$ cat src/rtl/pcie_crdt_up_tracker.sv
// UP-direction (CC+RQ) flow-control credit tracker: accumulates hard-IP credit
// advertisements, detects infinite credits at init, and grants/debits TLPs.
module pcie_crdt_up_tracker #(
    parameter int UPD_HDR_W  = 2,
    parameter int UPD_DATA_W = 4,
    parameter int HDR_CNT_W  = 12,
    parameter int DATA_CNT_W = 16,
    parameter int REQ_DATA_W = 10
) (
    input  logic                  clk,
    input  logic                  rst_n,
    input  logic                  crdt_up_init_done,
    input  logic [5:0]            crdt_up_update,
    input  logic [UPD_HDR_W-1:0]  crdt_up_cnt_ph,
    input  logic [UPD_HDR_W-1:0]  crdt_up_cnt_nph,
    input  logic [UPD_HDR_W-1:0]  crdt_up_cnt_cplh,
    input  logic [UPD_DATA_W-1:0] crdt_up_cnt_pd,
    input  logic [UPD_DATA_W-1:0] crdt_up_cnt_npd,
    input  logic [UPD_DATA_W-1:0] crdt_up_cnt_cpld,
    input  logic                  req_vld,
    input  logic [1:0]            req_type,
    input  logic [REQ_DATA_W-1:0] req_data_crdt,
    output logic                  req_rdy,
    output logic [5:0]            infinite,
    output logic                  err_ovf
);

    typedef enum logic [0:0] {
        ST_INIT = 1'b0,
        ST_RUN  = 1'b1
    } state_t;

    state_t                state_r;
    logic [HDR_CNT_W-1:0]  hdr_cnt_r  [3];
    logic [DATA_CNT_W-1:0] data_cnt_r [3];
    logic [5:0]            infinite_r;
    logic                  err_ovf_r;

    logic [HDR_CNT_W-1:0]  hdr_fld_s  [3];
    logic [DATA_CNT_W-1:0] data_fld_s [3];
    logic [HDR_CNT_W:0]    hdr_sum_s  [3];
    logic [DATA_CNT_W:0]   data_sum_s [3];
    logic [HDR_CNT_W-1:0]  hdr_nxt_s  [3];
    logic [DATA_CNT_W-1:0] data_nxt_s [3];
    logic [2:0]            hdr_vld_s;
    logic [2:0]            data_vld_s;
    logic [2:0]            hdr_inf_s;
    logic [2:0]            data_inf_s;
    logic [2:0]            hdr_zero_s;
    logic [2:0]            data_zero_s;
    logic [2:0]            take_s;
    logic [DATA_CNT_W-1:0] req_ext_s;
    logic                  hdr_ok_s;
    logic                  data_ok_s;
    logic                  rdy_s;
    logic                  grant_s;
    logic                  ovf_s;

    // Re-index per-type fields as P=0, NP=1, CPL=2.
    always_comb begin
        hdr_fld_s[0]  = {{(HDR_CNT_W-UPD_HDR_W){1'b0}}, crdt_up_cnt_ph};
        hdr_fld_s[1]  = {{(HDR_CNT_W-UPD_HDR_W){1'b0}}, crdt_up_cnt_nph};
        hdr_fld_s[2]  = {{(HDR_CNT_W-UPD_HDR_W){1'b0}}, crdt_up_cnt_cplh};
        data_fld_s[0] = {{(DATA_CNT_W-UPD_DATA_W){1'b0}}, crdt_up_cnt_pd};
        data_fld_s[1] = {{(DATA_CNT_W-UPD_DATA_W){1'b0}}, crdt_up_cnt_npd};
        data_fld_s[2] = {{(DATA_CNT_W-UPD_DATA_W){1'b0}}, crdt_up_cnt_cpld};
        hdr_vld_s     = {crdt_up_update[3], crdt_up_update[4], crdt_up_update[5]};
        data_vld_s    = {crdt_up_update[0], crdt_up_update[1], crdt_up_update[2]};
        hdr_inf_s     = {infinite_r[3], infinite_r[4], infinite_r[5]};
        data_inf_s    = {infinite_r[0], infinite_r[1], infinite_r[2]};
        req_ext_s     = {{(DATA_CNT_W-REQ_DATA_W){1'b0}}, req_data_crdt};
    end

    // Grant decision from registered counters; link-down suppresses it immediately.
    always_comb begin
        hdr_ok_s  = 1'b0;
        data_ok_s = 1'b0;
        case (req_type)
            2'd0: begin
                hdr_ok_s  = hdr_inf_s[0] | (hdr_cnt_r[0] != {HDR_CNT_W{1'b0}});
                data_ok_s = data_inf_s[0] | (data_cnt_r[0] >= req_ext_s);
            end
            2'd1: begin
                hdr_ok_s  = hdr_inf_s[1] | (hdr_cnt_r[1] != {HDR_CNT_W{1'b0}});
                data_ok_s = data_inf_s[1] | (data_cnt_r[1] >= req_ext_s);
            end
            2'd2: begin
                hdr_ok_s  = hdr_inf_s[2] | (hdr_cnt_r[2] != {HDR_CNT_W{1'b0}});
                data_ok_s = data_inf_s[2] | (data_cnt_r[2] >= req_ext_s);
            end
            default: begin
                hdr_ok_s  = 1'b0;
                data_ok_s = 1'b0;
            end
        endcase
        rdy_s   = (state_r == ST_RUN) & crdt_up_init_done & hdr_ok_s & data_ok_s;
        grant_s = req_vld & rdy_s;
        take_s  = {grant_s & (req_type == 2'd2),
                   grant_s & (req_type == 2'd1),
                   grant_s & (req_type == 2'd0)};
    end

    // Net credit update per counter: add advertisement, subtract grant, saturate at all-ones.
    always_comb begin
        ovf_s = 1'b0;
        for (int t = 0; t < 3; t++) begin
            hdr_sum_s[t] = {1'b0, hdr_cnt_r[t]}
                         + {1'b0, (hdr_vld_s[t] ? hdr_fld_s[t] : {HDR_CNT_W{1'b0}})}
                         - {{HDR_CNT_W{1'b0}}, take_s[t]};
            data_sum_s[t] = {1'b0, data_cnt_r[t]}
                          + {1'b0, (data_vld_s[t] ? data_fld_s[t] : {DATA_CNT_W{1'b0}})}
                          - {1'b0, (take_s[t] ? req_ext_s : {DATA_CNT_W{1'b0}})};
            if (hdr_inf_s[t]) begin
                hdr_nxt_s[t] = {HDR_CNT_W{1'b0}};
            end else if (hdr_sum_s[t][HDR_CNT_W]) begin
                hdr_nxt_s[t] = {HDR_CNT_W{1'b1}};
                ovf_s        = 1'b1;
            end else begin
                hdr_nxt_s[t] = hdr_sum_s[t][HDR_CNT_W-1:0];
            end
            if (data_inf_s[t]) begin
                data_nxt_s[t] = {DATA_CNT_W{1'b0}};
            end else if (data_sum_s[t][DATA_CNT_W]) begin
                data_nxt_s[t] = {DATA_CNT_W{1'b1}};
                ovf_s         = 1'b1;
            end else begin
                data_nxt_s[t] = data_sum_s[t][DATA_CNT_W-1:0];
            end
            hdr_zero_s[t]  = (hdr_nxt_s[t] == {HDR_CNT_W{1'b0}});
            data_zero_s[t] = (data_nxt_s[t] == {DATA_CNT_W{1'b0}});
        end
    end

    // Init/run state, counters, infinite flags and sticky overflow.
    always_ff @(posedge clk or negedge rst_n) begin
        if (!rst_n) begin
            state_r    <= ST_INIT;
            infinite_r <= 6'b000000;
            err_ovf_r  <= 1'b0;
            for (int t = 0; t < 3; t++) begin
                hdr_cnt_r[t]  <= {HDR_CNT_W{1'b0}};
                data_cnt_r[t] <= {DATA_CNT_W{1'b0}};
            end
        end else begin
            case (state_r)
                ST_INIT: begin
                    err_ovf_r <= err_ovf_r | ovf_s;
                    for (int t = 0; t < 3; t++) begin
                        hdr_cnt_r[t]  <= hdr_nxt_s[t];
                        data_cnt_r[t] <= data_nxt_s[t];
                    end
                    if (crdt_up_init_done) begin
                        state_r    <= ST_RUN;
                        infinite_r <= {hdr_zero_s[0], hdr_zero_s[1], hdr_zero_s[2],
                                       data_zero_s[0], data_zero_s[1], data_zero_s[2]};
                    end else begin
                        state_r    <= ST_INIT;
                        infinite_r <= 6'b000000;
                    end
                end
                ST_RUN: begin
                    if (!crdt_up_init_done) begin
                        state_r    <= ST_INIT;
                        infinite_r <= 6'b000000;
                        for (int t = 0; t < 3; t++) begin
                            hdr_cnt_r[t]  <= {HDR_CNT_W{1'b0}};
                            data_cnt_r[t] <= {DATA_CNT_W{1'b0}};
                        end
                    end else begin
                        state_r   <= ST_RUN;
                        err_ovf_r <= err_ovf_r | ovf_s;
                        for (int t = 0; t < 3; t++) begin
                            hdr_cnt_r[t]  <= hdr_nxt_s[t];
                            data_cnt_r[t] <= data_nxt_s[t];
                        end
                    end
                end
                default: begin
                    state_r <= ST_INIT;
                end
            endcase
        end
    end

    assign req_rdy  = rdy_s;
    assign infinite = infinite_r;
    assign err_ovf  = err_ovf_r;

endmodule

$ cat config.mk
export PLATFORM = sky130hd
export DESIGN_NAME = pcie_crdt_up_tracker
export DESIGN_NICKNAME = d
export VERILOG_FILES = /design/src/rtl/pcie_crdt_up_tracker.sv
export SDC_FILE = /design/constraint.sdc
export NUM_CORES = 1
export LEC_CHECK = 0
export BUFFER_PORTS_ARGS = -buffer_cell sky130_fd_sc_hd__buf_4
export CORE_MARGIN = 2
export CORE_UTILIZATION = 60
export DETAILED_ROUTE_END_ITERATION = 12
export PLACE_DENSITY = 0.8
export SLEW_MARGIN = 0
export SYNTH_ARGS = -nofsm -noshare
export SYNTH_HDL_FRONTEND = slang
export SYNTH_SLANG_ARGS = --single-unit
export TNS_END_PERCENT = 100
$ cat constraint.sdc
create_clock -name clk -period 7.4 [get_ports clk]
set_input_delay 0.74 -clock clk [delete_from_list [all_inputs] [get_ports clk]]
set_output_delay 0.74 -clock clk [all_outputs]
set_load 0.02 [all_outputs]
==> flow_summary.ini, run 1 <==
[drt]
drt-pass1-iter-count = 5
detail-route-antenna-nets = 0
route.detailed.vias_per_inst = 5.96
routedWlPerCell_um = 16.7
detailroute.wirelength.met3_mm = 1.20
met1_length_mm = 10.1
via_count = 8033
highest_layer = met4
detail_route.iter0.violations = 724
wirelength_mm = 22.5
drc_errors = 0
wl_met2_mm = 10.5

[critical_path]
worstSetupStartpoint = req_data_crdt[0]
cp-start-kind = input port
worst_path_arrival_ns = 6.28
critPathKind = in2reg
worst-endpoint-required_ns = 7.64
critical_path_peak_fanout = 14
timing.rr.start = data_cnt_r[0]
cp-end-kind = register

[timing]
timing_worst_slew_pin_value_ns = 1.25
period_minus_slack_ns = 6.04
slew_violations = 0
min_period_over_period_pct = 81.7
finalSetupViolations = 0
unrepaired_setup_endpoints_after_global_routing = no
tns_ns = 0
timing_hold_violations_final = 0
max_freq_mhz = 165
max_slew_margin_pct = 16.3
fin_skew_ns = 0.00967

[run]
max_cap_viol_count = 0

[hold_path]
timing.hold.worst.class = in2async

[global_route]
grt_start_max_net_pins = 52
antenna_violations_before_repair = 0
grt_use_total_pct = 28.5
grt_pass1_wl_mm = 38.1
vias_in_the_first_global_route = 8181
grt.overflow.total = 0

[run_status]
run_status = completed

[die]
initial_cell_density_of_the_core_pct = 61.6
die_x_um = 129
chipHeight_um = 129
floorplan.die_area_sq_mm = 0.0167
std_cell_rows = 45
floorplan.core_area_sq_mm = 0.0153
floorplan.io_pins = 48

[clock_tree]
ctsHoldBuffers = 0
cts_num_sinks = 92
tritoncts_clock_tree = built
cts.repair.resized = 0
cts_max_path_buffers = 2
cts_setup_buffers = 0
cell_at_the_root_of_the_clock_tree = clkbuf_16
clock_latency_ns = 0.36
cts-htree-levels = 3
number_of_buffers_created_by_cts = 9
path_clk_slew_ns = 0.06

[logic_synthesis]
synth_edf_count = 0
synth_mux_area_share_pct = 0.426
mappedNetlistArea_sq_mm = 0.00940
ffs_w_async_s_r_synth_pct = 100
yosys.area_share.adder_pct = 26.0
post_synth_xor_area_fraction_pct = 6.43
synth_area_leaders = dfrtp_1 25%, ha_1 23%, a21oi_1 6.0%
postSynthRegisterBits = 92
synth_top_area_share_pct = 24.5
synth_warnings = 0
postSynthAreaPerCell_sq_um = 8.61
synth_sequential_area_ratio_pct = 24.5
synthFlopType = dfrtp_1
yosys.area_share.simple_pct = 15.7
post_synth_num_cell_types = 69
synth-compound-area-share_pct = 20.6
syn-instance-count = 1091
postSynthNetCount = 1317
post-synth-top-area-cell = dfrtp_1
combinational_family_with_the_most_area_after_synthesis = adder cells

[placement]
hpwl_mm = 17.6
place_inst = 1331
place.gp.congestion = 0.958
port_buffers = 47

[cells_and_area]
num_antenna_cells = 0
instances_no_fill = 1347
share_of_final_layout_standard_cells_stronger_than_drive_strength_1_pct = 7.83
finish.net_count = 1357
area_delta_synth_final_pct = 9.99
sequential cells by signal (all words and copies together), names as in the netlist:
name        count
state_r         1
data_cnt_r     48
hdr_cnt_r      36
err_ovf         1
infinite        6
logic make-up after synthesis:
family | Yosys count
fa+ha+maj | 186
xor+xnor | 69
simple gates | 288
flops | 92
buf+inv | 161
mux | 4
compound gates | 291
layout by cell type, fill, tap and decap left out, types with 4 or more instances in the layout:
| master | n |
|---|---|
| o21ai_0 | 24 |
| a21o_1 | 33 |
| nand4_1 | 11 |
| nor3_1 | 21 |
| xor2_1 | 23 |
| nand2b_1 | 31 |
| o211a_1 | 4 |
| nand3b_1 | 4 |
| o21ai_1 | 4 |
| and3_1 | 9 |
| o211ai_1 | 4 |
| nor3b_1 | 5 |
| or3_1 | 6 |
| a41oi_1 | 4 |
| dfrtp_1 | 92 |
| clkbuf_16 | 9 |
| a31oi_1 | 10 |
| inv_1 | 135 |
| o31ai_1 | 5 |
| ha_1 | 171 |
| nand2_1 | 53 |
| nor2_1 | 74 |
| nor2b_1 | 12 |
| a211o_1 | 7 |
| mux2i_1 | 4 |
| o21a_1 | 10 |
| o21bai_1 | 12 |
| a21oi_1 | 112 |
| xnor2_1 | 46 |
| nand3_1 | 29 |
| o41ai_1 | 5 |
| and2_1 | 13 |
| a31o_2 | 4 |
| fa_1 | 15 |
| buf_4 | 55 |
| and4_1 | 4 |
| a211oi_1 | 14 |
Yosys cell counts, types with 3 or more instances:
library cell,number
inv_1,135
xor2_1,23
a41oi_1,4
o211ai_1,4
nand2b_1,31
buf_1,4
o41ai_1,5
and4_1,4
o211a_1,4
o21bai_1,12
or3_1,6
clkbuf_1,21
o21ai_0,24
a21oi_1,112
o21a_1,10
and3_1,9
nor4_1,3
a211oi_1,14
fa_1,15
nand3_1,29
a31oi_1,10
ha_1,171
o2111ai_1,3
nor2b_1,13
and2_1,13
o31ai_1,5
a2111oi_0,4
nor2_1,74
o22ai_1,3
a311oi_1,3
a211o_1,7
o31a_1,3
a31o_2,4
nor3b_1,5
nor3_1,21
o21ai_1,4
nand4_1,11
nand3b_1,4
xnor2_1,46
o21ba_2,3
mux2i_1,4
a21o_1,33
nand2_1,53
dfrtp_1,92
routing by layer:
metal  up-vias  GRT usage (%)
li1       3934              -
met1      3806           38.0
met2       239           47.1
met3        54           3.30
met4         0           12.5
met5         -              0
per-stage QoR:
stage	util, %	hold WS, ns	area [sq um]	worst slack, ns
3_5_place_dp	65.4	0.624	9980	1.07
2_1_floorplan	-	0.444	9400	2.09
4_1_cts	67.7	0.397	10300	1.42
5_1_grt	67.7	0.423	10300	0.888
3_3_place_gp	65.4	0.609	9980	1.17
6_report	67.7	0.373	10300	1.36
critical path, stage by stage:
cell       delay, ns
buf_4           0.14
ha_1            0.27
nand2b_1        0.10
a21o_1          0.12
a21o_1          0.11
a21oi_1         0.08
o21ai_0         0.19
a21oi_1         0.09
o21a_1          0.23
a2111oi_2       0.65
buf_4           0.31
nand3_1         0.14
fa_1            0.49
ha_1            0.34
a21o_1          0.17
a21o_1          0.22
a211o_1         0.16
a31oi_1         0.09
xnor2_1         0.97
o22ai_1         0.30
o31a_1          0.35
path summary, 6_finish.rpt:
kind,end,slack [ns],cells past startpoint
setup / recovery,err_ovf,1.36,21
hold / removal,hdr_cnt_r[15],0.37,1
setup reg to reg,err_ovf,1.47,21
hold reg to reg,data_cnt_r[7],0.64,3
max in group asynchronous,data_cnt_r[12],5.95,2
min in group clk,state_r,0.63,1
area by class of cell:
cell class	count	area, sq um
multi-input cells	838	6500
fillers	1269	4920
flip-flops and latches	92	2300
well taps	211	264
inverters	135	507
clock buffers	12	256
repair buffers	55	413
clock inverters	4	95.1
Power of run 1 is left out: the tool's default activity adds up to more than one toggle a clock period on the data nets, which glitch-free logic cannot reach.
==> inputs of run 2 (changes only) <==
==> constraint.sdc (replaced) <==
create_clock -name clk -period 6.35 [get_ports clk]
set_input_delay 0.635 -clock clk [delete_from_list [all_inputs] [get_ports clk]]
set_output_delay 0.635 -clock clk [all_outputs]
set_load 0.02 [all_outputs]
==> run 2 against run 1 <==
Cell area about the same. Cell count increased by 0.22%. Register-to-register slack got worse by 0.87 ns. Wire length increased by 0.60%. Sequential cell count unchanged. Global-route usage decreased by 0.25 points. Critical endpoint is now infinite[4]. Setup slack got worse by 0.78 ns. Die area unchanged. Hold slack got worse by 0.088 ns. Non-clock buffer count increased by 3.
==> flow_summary.ini, run 2 (same netlist as run 1, synthesis figures left out) <==
[run_status]
run_status = completed

[cells_and_area]
largest_register_ffs = 48
final_area_sq_mm = 0.0103
finish.net_count = 1360
area_delta_synth_final_pct = 9.88
leading_cell_type_in_the_layout_fill_and_taps_excluded = ha_1
utilization_pct = 67.7
share_of_final_layout_standard_cells_stronger_than_drive_strength_1_pct = 7.99
most_frequent_cells_in_the_layout = 171 x ha_1, 135 x inv_1, 112 x a21oi_1
max_flop_register = data_cnt_r
num_antenna_cells = 0

[critical_path]
crit_path_top_delay_cell = a2111oi_0
timing.rr.start = data_cnt_r[16]
worst_path_arrival_ns = 6.02
cp-end-kind = register
critical_path.cell_chain = buf_4 -> ha_1 -> nand2b_1 -> a21o_1 -> a21o_1 -> a21oi_1 -> o21ai_0 -> and3_1 -> o21ai_0 -> a311oi_2 -> ha_1 -> inv_1 -> ha_1 -> inv_1 -> fa_1 -> nand2b_1 -> a21oi_1 -> o21ai_1 -> a2111oi_0 -> a211o_1 -> a31oi_1 -> xnor2_1 -> a21oi_1 -> o41ai_1
critical_path_peak_fanout = 8
cp-start-kind = input port
timing.critical_path.slowest_cell_delay_ns = 0.62
worstSetupStartpoint = req_data_crdt[0]
critPathKind = in2reg
worst-endpoint-required_ns = 6.59
r2r.worst_path.cells = 24

[global_route]
grtUsageMet2_pct = 49.2
grt.overflow.total = 0
grt_use_total_pct = 28.3
grt_start_max_net_pins = 49
met1_usage_pct = 35.2
globalRouteMet3Util_pct = 3.59
vias_in_the_first_global_route = 8235
globalRoute.busiestLayer = met2
grt_pass1_wl_mm = 37.8
antenna_violations_before_repair = 0

[clock_tree]
number_of_buffers_created_by_cts = 9
cts_num_sinks = 92
cts_setup_buffers = 0
tritoncts_clock_tree = built
cts_max_path_buffers = 2
cts-htree-levels = 3
cts.repair.resized = 0
cell_at_the_root_of_the_clock_tree = clkbuf_16
clock_latency_ns = 0.35
ctsHoldBuffers = 0
path_clk_slew_ns = 0.06

[placement]
port_buffers = 47
place.gp.congestion = 0.922
hpwl_mm = 17.8
dpl_cell_area_sq_mm = 0.0100

[run]
max_cap_viol_count = 0

[timing]
max_freq_mhz = 173
whs_ns = 0.285
max_slew_margin_pct = 33.3
fin_skew_ns = 0.00902
slew_violations = 0
finalSetupViolations = 0
unrepaired_setup_endpoints_after_global_routing = no
min_period_over_period_pct = 90.9
timing_worst_slew_pin_value_ns = 0.994
tns_ns = 0
timing_hold_violations_final = 0
period_minus_slack_ns = 5.77

[die]
chipHeight_um = 129
die_x_um = 129
floorplan.die_area_sq_mm = 0.0167
initial_cell_density_of_the_core_pct = 61.6
floorplan.io_pins = 48
floorplan.core_area_sq_mm = 0.0153
std_cell_rows = 45

[drt]
drt-pass1-iter-count = 5
route.detailed.vias_per_inst = 6.02
routedWlPerCell_um = 16.8
via_count = 8121
drc_errors = 0
detail_route.iter0.violations = 505
wirelength_mm = 22.7
detail-route-antenna-nets = 0

[hold_path]
timing.hold.worst.class = in2async
run 2: changes by cell type in the layout (fill, tap and decap cells not counted):
cell,before,now
buf_4,55,58
clkbuf_8,2,1
bufinv_16,3,2
clkbuf_1,1,2
clkinvlp_4,0,1
run 2: worst max-delay path: cells and delay by family:
kind / cells / cell delay, ns
compound gates: 13 / 2.95
xor+xnor: 1 / 0.51
fa+ha+maj: 4 / 1.16
buf+inv: 3 / 0.26
simple gates: 3 / 0.49
run 2: metrics by stage:
stage	setup slack, ns	cells
after floorplan	1.14	1091
after global placement	0.597	1334
after detailed placement	0.420	1334
after CTS	0.606	1350
after global routing	0.193	1350
final	0.578	1350
run 2: path summary, 6_finish.rpt:
path	to	slack, ns
min	hdr_cnt_r[17]	0.28
max reg2reg	infinite[4]	0.60
max	infinite[4]	0.58
min reg2reg	hdr_cnt_r[9]	0.63
max in group asynchronous	data_cnt_r[14]	5.00
min in group clk	state_r	0.53
run 2: cell type report:
class	instances	area [sq um]
multi-input cells	838	6500
repair buffers	58	435
fillers	1241	4930
inverters	135	507
flip-flops and latches	92	2300
clock inverters	4	72.6
well taps	211	264
clock buffers	12	246
run 2: metal layers:
metal,wire [um],vias up
met5,0,-
met4,815,0
met3,1090,59
met2,11000,242
met1,9770,3892
li1,-,3928
Power of run 2 is left out for the same reason.
==> inputs of run 3 (changes only) <==
--- a/config.mk
+++ b/config.mk
@@ -7,9 +7,10 @@
 export LEC_CHECK = 0
 export BUFFER_PORTS_ARGS = -buffer_cell sky130_fd_sc_hd__buf_4
 export CORE_MARGIN = 2
-export CORE_UTILIZATION = 60
+export CORE_UTILIZATION = 50
 export DETAILED_ROUTE_END_ITERATION = 12
-export PLACE_DENSITY = 0.8
+export PLACE_DENSITY = 0.69
+export SKIP_CTS_REPAIR_TIMING = 1
 export SLEW_MARGIN = 0
 export SYNTH_ARGS = -nofsm -noshare
 export SYNTH_HDL_FRONTEND = slang
==> run 3 against run 2 <==
Global-route usage shrank 4.9 points. Sequential cell count is the same. Cell area shrank 0.27%. Wire length shrank 0.54%. Via count shrank 3.2%. Cell count grew 1.6%. Hold slack lost 0.014 ns. First-iteration DRC count shrank 28%. Register-to-register slack gained 0.14 ns. Largest cell class unchanged.
==> flow_summary.ini, run 3 (same netlist as run 1, synthesis figures left out) <==
[cells_and_area]
area_delta_synth_final_pct = 9.59
share_of_final_layout_standard_cells_stronger_than_drive_strength_1_pct = 8.00
most_frequent_cells_in_the_layout = 171 x ha_1, 135 x inv_1, 112 x a21oi_1
num_antenna_cells = 0
largest_register_ffs = 48
layout.filler_cells = 1682
max_flop_register = data_cnt_r
finish.net_count = 1359
leading_cell_type_in_the_layout_fill_and_taps_excluded = ha_1
final_area_sq_mm = 0.0103
instances_no_fill = 1372

[timing]
timing_worst_slew_pin_value_ns = 1.00
tns_ns = 0
unrepaired_setup_endpoints_after_global_routing = no
fin_skew_ns = 0.00980
max_freq_mhz = 178
slew_violations = 0
timing_hold_violations_final = 0
min_period_over_period_pct = 88.5
period_minus_slack_ns = 5.62
max_slew_margin_pct = 32.6
finalSetupViolations = 0

[critical_path]
critical_path_peak_fanout = 10
timing.critical_path.slowest_cell_delay_ns = 0.71
cp-end-kind = register
worst-endpoint-required_ns = 6.60
crit_path_top_delay_cell = a311oi_2
r2r.worst_path.cells = 24
critPathKind = in2reg
worst_path_arrival_ns = 5.86
cp-start-kind = input port
critical_path.cell_chain = buf_4 -> ha_1 -> nand2b_1 -> a21o_1 -> a21o_1 -> a21oi_1 -> o21ai_0 -> and3_1 -> o21ai_0 -> a311oi_2 -> ha_1 -> inv_1 -> ha_1 -> inv_1 -> fa_1 -> nand2b_1 -> a21oi_1 -> o21ai_1 -> a2111oi_0 -> a211o_1 -> a31oi_1 -> xnor2_1 -> a21oi_1 -> o41ai_1

[clock_tree]
tritoncts_clock_tree = built
cts_max_path_buffers = 2
path_clk_slew_ns = 0.07
clock_latency_ns = 0.36
cts_num_sinks = 92
cts-htree-levels = 3
cell_at_the_root_of_the_clock_tree = clkbuf_16
number_of_buffers_created_by_cts = 9

[global_route]
grt_pass1_wl_mm = 37.7
grt_start_max_net_pins = 51
grt.overflow.total = 0
grt_use_total_pct = 23.4
antenna_violations_before_repair = 0
vias_in_the_first_global_route = 7863

[die]
die_x_um = 141
initial_cell_density_of_the_core_pct = 50.6
chipHeight_um = 141
floorplan.die_area_sq_mm = 0.0199
std_cell_rows = 50
floorplan.io_pins = 48
floorplan.core_area_sq_mm = 0.0186

[drt]
detail-route-antenna-nets = 0
drt-pass1-iter-count = 4
via_count = 7863
routedWlPerCell_um = 16.4
route.detailed.vias_per_inst = 5.73
drc_errors = 0
detail_route.iter0.violations = 364
wirelength_mm = 22.5

[run_status]
run_status = completed

[placement]
place_inst = 1356
dpl_cell_area_sq_mm = 0.0100
place.gp.congestion = 0.886
port_buffers = 47
hpwl_mm = 17.8

[hold_path]
timing.hold.worst.class = in2async

[run]
max_cap_viol_count = 0
-- run 3: worst max-delay path, delay by kind of cell --
kind | cells | cell delay [ns]
AO/OA/AOI/OAI | 13 | 2.89
adder cells (fa/ha/maj) | 4 | 1.15
XOR/XNOR | 1 | 0.49
AND/OR/NAND/NOR | 3 | 0.42
buffers and inverters | 3 | 0.25
-- run 3: layout make-up --
cell class                 instances  area [sq um]  share of cell area, %
clock buffer                      11           243                   2.36
clock inverter                     5          27.5                  0.267
inverter                         135           507                   4.92
multi-input combinational        838          6500                   63.1
sequential                        92          2300                   22.4
tap                              234           293                   2.84
timing repair buffer              57           428                   4.16
-- run 3: path summary, 6_finish.rpt --
| kind | start | to | slack, ns |
|---|---|---|---|
| setup / recovery | req_data_crdt[0] | infinite[4] | 0.73 |
| hold / removal | rst_n | hdr_cnt_r[18] | 0.27 |
| setup reg to reg | data_cnt_r[16] | infinite[4] | 0.74 |
| hold reg to reg | infinite[3] | hdr_cnt_r[9] | 0.61 |
| max in group asynchronous | rst_n | data_cnt_r[12] | 4.98 |
| min in group clk | crdt_up_init_done | state_r | 0.53 |
-- run 3: routing by layer --
metal	global-route usage, %	up-vias	share of wire, %
met4	7.42	0	2.4
met1	30.4	3734	46
met3	2.99	34	4.1
li1	-	3939	-
met2	40.5	156	47
met5	0	-	0
-- run 3: per-stage QoR --
| stage | setup slack (ns) | hold WS (ns) | util (%) |
|---|---|---|---|
| global route | 0.237 | 0.317 | 55.4 |
| detailed placement | 0.377 | 0.603 | 54.0 |
| global placement | 0.500 | 0.602 | 54.0 |
| floorplan | 1.14 | 0.339 | - |
| CTS | 0.734 | 0.290 | 55.4 |
| finish | 0.732 | 0.271 | 55.4 |
Power of run 3 is left out for the same reason.
